File: src/rtl/regfile_pkg.sv
// Shared regfile widths and types for the write-port arbiter and its bench.
package regfile_pkg;

    localparam int REG_ADDR_W = 5;
    localparam int REG_DATA_W = 32;
    localparam int REG_NUM    = 32;

    localparam logic [REG_ADDR_W-1:0] REG_ZERO = '0;

    // Wide enough for the largest supported requester count (8).
    localparam int ARB_IDX_W = 3;
    typedef logic [ARB_IDX_W-1:0] arb_idx_t;

    typedef struct packed {
        logic [REG_ADDR_W-1:0] addr;
        logic [REG_DATA_W-1:0] data;
    } wreq_t;

endpackage

File: src/rtl/regfile_wport_arb_rr_arbiter.sv
// Round-robin priority search: first valid bit at or above ptr, wrapping.
// Purely combinational so it can be reused for a read-port arbiter.
module rr_arbiter #(
    parameter int N = 3,
    localparam int IdxW = (N > 1) ? $clog2(N) : 1
) (
    input  logic [N-1:0]    valid,
    input  logic [IdxW-1:0] ptr,
    input  logic            hold,
    output logic [N-1:0]    grant,
    output logic [IdxW-1:0] idx,
    output logic            any
);

    int cand;

    always_comb begin
        // NOTE: every output gets a default before any branch, so no path can infer a latch.
        grant = '0;
        idx   = '0;
        any   = 1'b0;
        cand  = 0;
        if (!hold) begin
            // Walk from lowest priority to highest; the last hit (nearest ptr) wins.
            for (int k = N - 1; k >= 0; k--) begin
                cand = (int'(ptr) + k) % N;
                if (valid[cand]) begin
                    grant       = '0;
                    grant[cand] = 1'b1;
                    idx         = IdxW'(cand);
                    any         = 1'b1;
                end
            end
        end
    end

endmodule

File: src/rtl/regfile_wport_arb.sv
// Shares the single regfile write port among NumReq writeback sources, round-robin.
// Define REGFILE_WPORT_SCOREBOARD_EN to add the pending-write busy scoreboard.
module regfile_wport_arb
    import regfile_pkg::*;
#(
    parameter int NumReq     = 3,
    parameter int RegAddrBus = REG_ADDR_W,
    parameter int RegBus     = REG_DATA_W,
    parameter int RegNum     = REG_NUM
) (
    input  logic                         clk,
    input  logic                         rst,
    input  logic [NumReq-1:0]            req_valid,
    output logic [NumReq-1:0]            req_ready,
    input  logic [NumReq*RegAddrBus-1:0] req_addr,
    input  logic [NumReq*RegBus-1:0]     req_data,
    input  logic                         wport_hold,
    output logic                         wen,
    output logic [RegAddrBus-1:0]        waddr,
    output logic [RegBus-1:0]            wdata,
    output logic [$clog2(NumReq)-1:0]    grant_id
`ifdef REGFILE_WPORT_SCOREBOARD_EN
    ,
    input  logic                         rsv_valid,
    input  logic [RegAddrBus-1:0]        rsv_addr,
    input  logic [RegAddrBus-1:0]        busy_raddr1,
    input  logic [RegAddrBus-1:0]        busy_raddr2,
    output logic                         busy1,
    output logic                         busy2
`endif
);

    localparam int IdxW = $clog2(NumReq);

    logic [IdxW-1:0]       rr_ptr;
    logic [IdxW-1:0]       gnt_idx;
    logic                  gnt_any;
    logic [RegAddrBus-1:0] addr_arr [NumReq];
    logic [RegBus-1:0]     data_arr [NumReq];
    logic [RegAddrBus-1:0] sel_addr;
    logic [RegBus-1:0]     sel_data;

    for (genvar i = 0; i < NumReq; i++) begin : g_unpack
        assign addr_arr[i] = req_addr[i*RegAddrBus +: RegAddrBus];
        assign data_arr[i] = req_data[i*RegBus +: RegBus];
    end

    // Reset blocks grants so nothing is accepted while the port is being cleared.
    rr_arbiter #(.N(NumReq)) u_arb (
        .valid (req_valid),
        .ptr   (rr_ptr),
        .hold  (wport_hold | rst),
        .grant (req_ready),
        .idx   (gnt_idx),
        .any   (gnt_any)
    );

    assign sel_addr = addr_arr[gnt_idx];
    assign sel_data = data_arr[gnt_idx];

    always_ff @(posedge clk) begin
        // NOTE: state is updated with non-blocking assignments so every flop samples pre-edge values.
        if (rst) begin
            wen      <= 1'b0;
            waddr    <= '0;
            wdata    <= '0;
            grant_id <= '0;
            rr_ptr   <= '0;
        end else if (gnt_any) begin
            // r0 requests still consume the grant but never reach the regfile.
            wen      <= (sel_addr != RegAddrBus'(REG_ZERO));
            waddr    <= sel_addr;
            wdata    <= sel_data;
            grant_id <= gnt_idx;
            rr_ptr   <= (gnt_idx == IdxW'(NumReq - 1)) ? '0 : gnt_idx + 1'b1;
        end else begin
            wen <= 1'b0;
        end
    end

`ifdef REGFILE_WPORT_SCOREBOARD_EN
    logic [RegNum-1:0] busy;

    always_ff @(posedge clk) begin
        // NOTE: busy is a flop vector, not RAM, and must clear on reset or stale reservations stall issue.
        if (rst) begin
            busy <= '0;
        end else begin
            if (wen) busy[waddr] <= 1'b0;
            // Placed after the clear so a same-address reservation wins.
            if (rsv_valid && rsv_addr != '0) busy[rsv_addr] <= 1'b1;
        end
    end

    assign busy1 = (busy_raddr1 != '0) && busy[busy_raddr1];
    assign busy2 = (busy_raddr2 != '0) && busy[busy_raddr2];
`endif

endmodule

File: config.mk
export PLATFORM = sky130hd
export DESIGN_NAME = regfile_wport_arb
export DESIGN_NICKNAME = d
export VERILOG_FILES = /design/src/rtl/regfile_pkg.sv /design/src/rtl/regfile_wport_arb_rr_arbiter.sv /design/src/rtl/regfile_wport_arb.sv
export SDC_FILE = /design/constraint.sdc
export NUM_CORES = 1
export LEC_CHECK = 0
export BUFFER_PORTS_ARGS = -buffer_cell sky130_fd_sc_hd__buf_2
export CAP_MARGIN = 25
export CORE_ASPECT_RATIO = 1.4
export CORE_MARGIN = 5
export CORE_UTILIZATION = 43
export DETAILED_ROUTE_END_ITERATION = 7
export GPL_ROUTABILITY_DRIVEN = 0
export PLACE_DENSITY = 0.88
export SLEW_MARGIN = 20
export SYNTH_ARGS = -nofsm -noshare
export SYNTH_HDL_FRONTEND = slang
export SYNTH_SLANG_ARGS = --single-unit
File: constraint.sdc
create_clock -name clk -period 3.3 [get_ports clk]
set_input_delay 0.825 -clock clk [delete_from_list [all_inputs] [get_ports clk]]
set_output_delay 0.825 -clock clk [all_outputs]
set_load 0.01 [all_outputs]
; After elaboration in Yosys (flattened, before gate mapping)
; Index checks and enable logic that the tools add are counted.
[totals]
regBits = 42
input_bits = 117
output_inout_bits = 43
elab_cells = 61
[classes]
add_sub_neg = 3
n_div = 3
order_cmp = 7
eq_ne = 1
n_mux = 34
bitwise = 3
n_reduce_logical = 5
[op_table]
columns = operator, n
row1 = $ge A32 B1 Y1 const B, 3
row2 = $lt A32 B4 Y1 const B, 3
row3 = $bmux W32 S2, 1
row4 = $mod A32 B3 Y32 const B, 2
row5 = $mux W32, 2
row6 = $mod A3 B3 Y32 const B, 1
row7 = $mux W1, 13
row8 = $mux W3, 4
row9 = $bmux W5 S2, 1
row10 = $mux W2, 5
row11 = $mux W5, 2
row12 = $bmux W1 S2, 3
row13 = $demux W1 S2, 3
row14 = $reduce_bool A5 Y1, 1
row15 = $add A2 B1 Y3 const B, 1
row16 = $add A2 B2 Y3 const B, 1
row17 = $ge A3 B3 Y1 const B, 1
row18 = $logic_and A1 B1 Y1, 3
row19 = $not A2 Y3, 1
row20 = $add A2 B1 Y2 const B, 1
row21 = $eq A2 B2 Y1 const B, 1
row22 = $reduce_or A2 Y1, 1
row23 = $not A1 Y1, 1
row24 = $or A1 B1 Y1, 1

; Logic depth before layout (Yosys ltp)
[depth]
ltp_word = 14
mapped_depth = 11
mapped_depth_nobuf = 8

; Hierarchy
; From an unflattened synthesis, not the netlist that was laid out.
[hier_totals]
cells_unflattened = 290
area_unflattened_um2 = 2353.5
[by_module_without_submodules]
columns = mod, n_inst, cells_per_inst, area_each_um2
row1 = regfile_wport_arb, 1, 259, 2143.3
row2 = rr_arbiter, 1, 31, 210.2

; Worst setup path after synthesis
; Ideal clock, no wire load.
[synth_path]
path_kind = input to output
startpoint = input port req_valid[1]
endpoint = output port req_ready[2]
arrival_ns = 1.820
slack_ns = 0.655
cell_stages = 6
path_buffers = 2
path_cell_list = buf_2 nand2b_1 o311ai_4 or2_2 inv_2 buf_2
[synth_between]
elab_chain_cells = 7
[synth_rtl]
columns = element, line_no
row1 = start: declaration, regfile_wport_arb.sv:13  ; input logic [NumReq-1:0] req_valid,
row2 = $bmux W1 S2, regfile_wport_arb_rr_arbiter.sv:27  ; if (valid[cand]) begin
row3 = $mux W1 (implied by the code) (2 in series), regfile_wport_arb_rr_arbiter.sv:27
row4 = $mux W3 (2 in series), regfile_wport_arb_rr_arbiter.sv:27
row5 = $mux W3 *, regfile_wport_arb_rr_arbiter.sv:27
row6 = $mux W3 *, regfile_wport_arb_rr_arbiter.sv:23  ; if (!hold) begin
row7 = end: declaration, regfile_wport_arb.sv:14  ; output logic [NumReq-1:0] req_ready,
; Mark *: on every way between the ends. The rest lies on a longest branch, timed or not. The select of a mux whose other input is x is not followed.

; Worst setup path after layout
[layout_path]
startpoint = register rr_ptr[0]
endpoint = output port req_ready[0]
[layout_between]
elab_chain_cells = 10
[layout_rtl]
columns = element, line_no
row1 = start: declaration, regfile_wport_arb.sv:35  ; logic [IdxW-1:0] rr_ptr;
row2 = start signal: assignment, regfile_wport_arb.sv:75  ; rr_ptr <= (gnt_idx == IdxW'(NumReq - 1)) ? '0 : gnt_idx + 1'b1;
row3 = $add A2 B2 Y3, regfile_wport_arb_rr_arbiter.sv:26  ; cand = (int'(ptr) + k) % N;
row4 = $mod A32 B3 Y32, regfile_wport_arb_rr_arbiter.sv:26
row5 = $ge A32 B1 Y1 (implied by the code) / $lt A32 B4 Y1 (equally long branches), regfile_wport_arb_rr_arbiter.sv:29  ; grant[cand] = 1'b1;
row6 = $logic_and A1 B1 Y1 (implied by the code), regfile_wport_arb_rr_arbiter.sv:29
row7 = $mux W1 (implied by the code), regfile_wport_arb_rr_arbiter.sv:29
row8 = $demux W1 S2, n/a
row9 = $mux W3 (2 in series), regfile_wport_arb_rr_arbiter.sv:27
row10 = $mux W3 *, regfile_wport_arb_rr_arbiter.sv:27
row11 = $mux W3 *, regfile_wport_arb_rr_arbiter.sv:23
; Marked as above.

==> metrics.yaml <==
synth-edff-count: 0
die_w_um: 75.6
synth_cell_types: 44
synth_largest_type_area_fraction_pct: 32.4
drt_first_pass_iters: 5
rsz0062_at_grt: "no"
grt_first_pass_wirelength_um: 13800
drive_gt1_share_pct: 40.3
yosys_register_bits: 42
timing.final.hold_violations: 0
die_h_um: 102
setup.worst_path.end: "req_ready[0]"
peakVddDrop_mv: 0.228
status: "complete, no violations"
clk_transition_reported_paths_ps: 80
max-cap-violations: 0
setup_viol: 0
synth_top_cells_by_count: "42 x sky130_fd_sc_hd__dfxtp_1, 39 x sky130_fd_sc_hd__o21ai_1, 38 x sky130_fd_sc_hd__o21ai_0, 37 x sky130_fd_sc_hd__nand3b_1, 35 x sky130_fd_sc_hd__o21a_1"
numCtsBuffers: 5
muxShareOfSynthArea_pct: 0.386
cts_tree: "built"
final_period_minus_worst_setup_slack_ps: 2910
synthMostInstantiatedCell: "sky130_fd_sc_hd__dfxtp_1"
finalPower_mw: 1.35
grtUsageTotal_pct: 22.9
maximum_number_of_pins_on_one_net_before_global_route_repair: 42
full_die_area_um2: 7700
postSynthNetCount: 436
terminus_of_the_critical_flop_to_flop_path: "wdata[21]"
total_leakage_power_nw: 1.51
critPathMaxFanout: 10
synthArstFlopShare_pct: 0
synth_simple_gate_area_share_pct: 15.7
drc_errors: 0
detailedRoute.firstIterationViolations: 126
r2r-start: "rr_ptr[1]"
cts.repair.resized: 0
syn-instance-count: 317
netlist.top_cell.by_area: "sky130_fd_sc_hd__dfxtp_1"
buffer_ports.inserted: 159
clkLatencyLatePin_ps: 290
worstSetupPathType: "flip-flop to output port"
starting_utilization_of_the_core_area_pct: 44.2
seq_area_frac_synth_pct: 32.4
post_synth_instance_area_um2: 2590
dr_total_vias: 2990
ys_top_cells_by_area: "sky130_fd_sc_hd__dfxtp_1 32%, sky130_fd_sc_hd__nand3b_1 11%, sky130_fd_sc_hd__o21a_1 10%"
core_area_um2: 5860
antenna_found_initial: 0
slew_violations: 0
synth-xor-area-share_pct: 0
grt_remaining_overflow: 0
cp_data_required_time_ps: 2470
post_cts_buffers: 0
arrival_time_reported_for_the_critical_path_endpoint_ps: 2090
number_of_global_route_vias_before_repair: 3006
aggregate_negative_setup_slack_ps: 0
reg2reg_setup_slack_ps: 640
area_delta_synth_final_pct: 34.9
clk_path_buf_depth: 2
synth_top_family_by_area: "compound AO/OA/AOI/OAI gates"
timing.max_slew.rel_slack_pct: 61.3
tritoncts_num_sinks: 42
holdBufCountCts: 0
skew_ps: 11.5
hold_wc_path_type: "flip-flop to flip-flop"
std_cell_rows: 33
yosys_most_used_dff: "sky130_fd_sc_hd__dfxtp_1"
clk_root_buffer_cell: "sky130_fd_sc_hd__clkbuf_8"
cts_htree_levels: 2
hold_ws_ps: 475
vias_per_cell: 5.67
drt_wl_total_um: 8750
total_inserted_antenna_cells: 0
dp_hpwl_um: 6370
post_drt_wl_per_cell_um: 16.6
yosysWarningCount: 0
power_density_nw_per_um2: 387
synth_compound_gate_area_share_pct: 42.7
floorplan.io_pins: 160
post_synth_fa_ha_maj_area_fraction_pct: 1.35
final_core_util_pct: 59.6
crit_start: "rr_ptr[0]"
fmaxAchievable_mhz: 343
finalCritPeriodShare_pct: 88.3
worst-slew-pin-transition_ps: 581
critPathLaunchType: "flip-flop"
post_synth.cell_area_avg_um2: 8.17
drtAntennaViolNets: 0
cp-end-kind: "output port"
layout.nets: 576
number_of_cells_traversed_by_the_worst_register_to_register_path: 8
[sequential cells by signal, indices dropped and copies added, names as in the netlist]
signal	count
wen	1
grant_id	2
waddr	5
rr_ptr	2
wdata	32
[layer usage]
layer | up-vias | GRT usage (%) | part of all wire [%]
met1 | 1363 | 26.6 | 39
met3 | 16 | 5.71 | 8.3
met2 | 138 | 41.1 | 51
li1 | 1473 | - | -
met5 | - | 0 | 0
met4 | 0 | 6.06 | 1.4
[through the flow]
step	std cells	area, um^2	setup WS [ps]
2_1_floorplan	317	2590	655
3_3_place_gp	520	3380	584
3_5_place_dp	520	3380	582
4_1_cts	527	3490	379
5_1_grt	527	3490	234
6_report	527	3490	386
[layout make-up]
type / instances / area (um^2)
Tap cell: 70 / 87.6
Clock buffer: 6 / 82.6
Sequential cell: 42 / 841
Multi-Input combinational cell: 233 / 1560
Timing Repair Buffer: 169 / 871
Clock inverter: 1 / 30.0
Inverter: 6 / 22.5
Fill cell: 526 / 2370
[kinds of logic after synthesis]
group / Yosys count
fa+ha+maj: 3
compound gates: 168
mux: 1
simple gates: 61
buf+inv: 42
flops: 42
[power by group]
group	switching [mW]	internal [mW]	leakage, nW
Sequential	0.0235	0.554	0.346
Clock	0.168	0.242	0.0573
Combinational	0.195	0.170	1.11
[worst max-delay path, stage by stage (launching register included)]
cell and delay (ps):
sky130_fd_sc_hd__dfxtp_1 360, sky130_fd_sc_hd__inv_1 50, sky130_fd_sc_hd__ha_1 410, sky130_fd_sc_hd__nand2b_1 240
sky130_fd_sc_hd__nor2_1 110, sky130_fd_sc_hd__o21ai_0 90, sky130_fd_sc_hd__o311a_1 110, sky130_fd_sc_hd__a221oi_1 260
sky130_fd_sc_hd__buf_2 170
[cells in the final DEF (no fill, tap or decap), types with 2 or more instances in the layout]
cell,n
sky130_fd_sc_hd__buf_2,159
sky130_fd_sc_hd__dfxtp_1,42
sky130_fd_sc_hd__o21ai_1,39
sky130_fd_sc_hd__o21ai_0,38
sky130_fd_sc_hd__nand3b_1,37
sky130_fd_sc_hd__o21a_1,35
sky130_fd_sc_hd__a211oi_1,34
sky130_fd_sc_hd__buf_4,10
sky130_fd_sc_hd__nor2_1,7
sky130_fd_sc_hd__clkbuf_8,6
sky130_fd_sc_hd__nand2_1,5
sky130_fd_sc_hd__inv_1,4
sky130_fd_sc_hd__a21oi_1,4
sky130_fd_sc_hd__nand2b_1,3
sky130_fd_sc_hd__a222oi_1,3
sky130_fd_sc_hd__inv_2,2
sky130_fd_sc_hd__or2_2,2
sky130_fd_sc_hd__ha_1,2
[how the worst min path moves through the flow]
stage          startpoint        end  slack (ps)  depth (start not counted)
2_1_floorplan   rr_ptr[0]  rr_ptr[0]         450                          2
3_3_place_gp    wdata[29]  wdata[29]         460                          2
3_5_place_dp     waddr[0]   waddr[0]         460                          2
4_1_cts          waddr[0]   waddr[0]         480                          2
5_1_grt          waddr[0]   waddr[0]         490                          2
6_report         waddr[0]   waddr[0]         480                          2
Note: power is estimated with default switching activity, not from simulation.
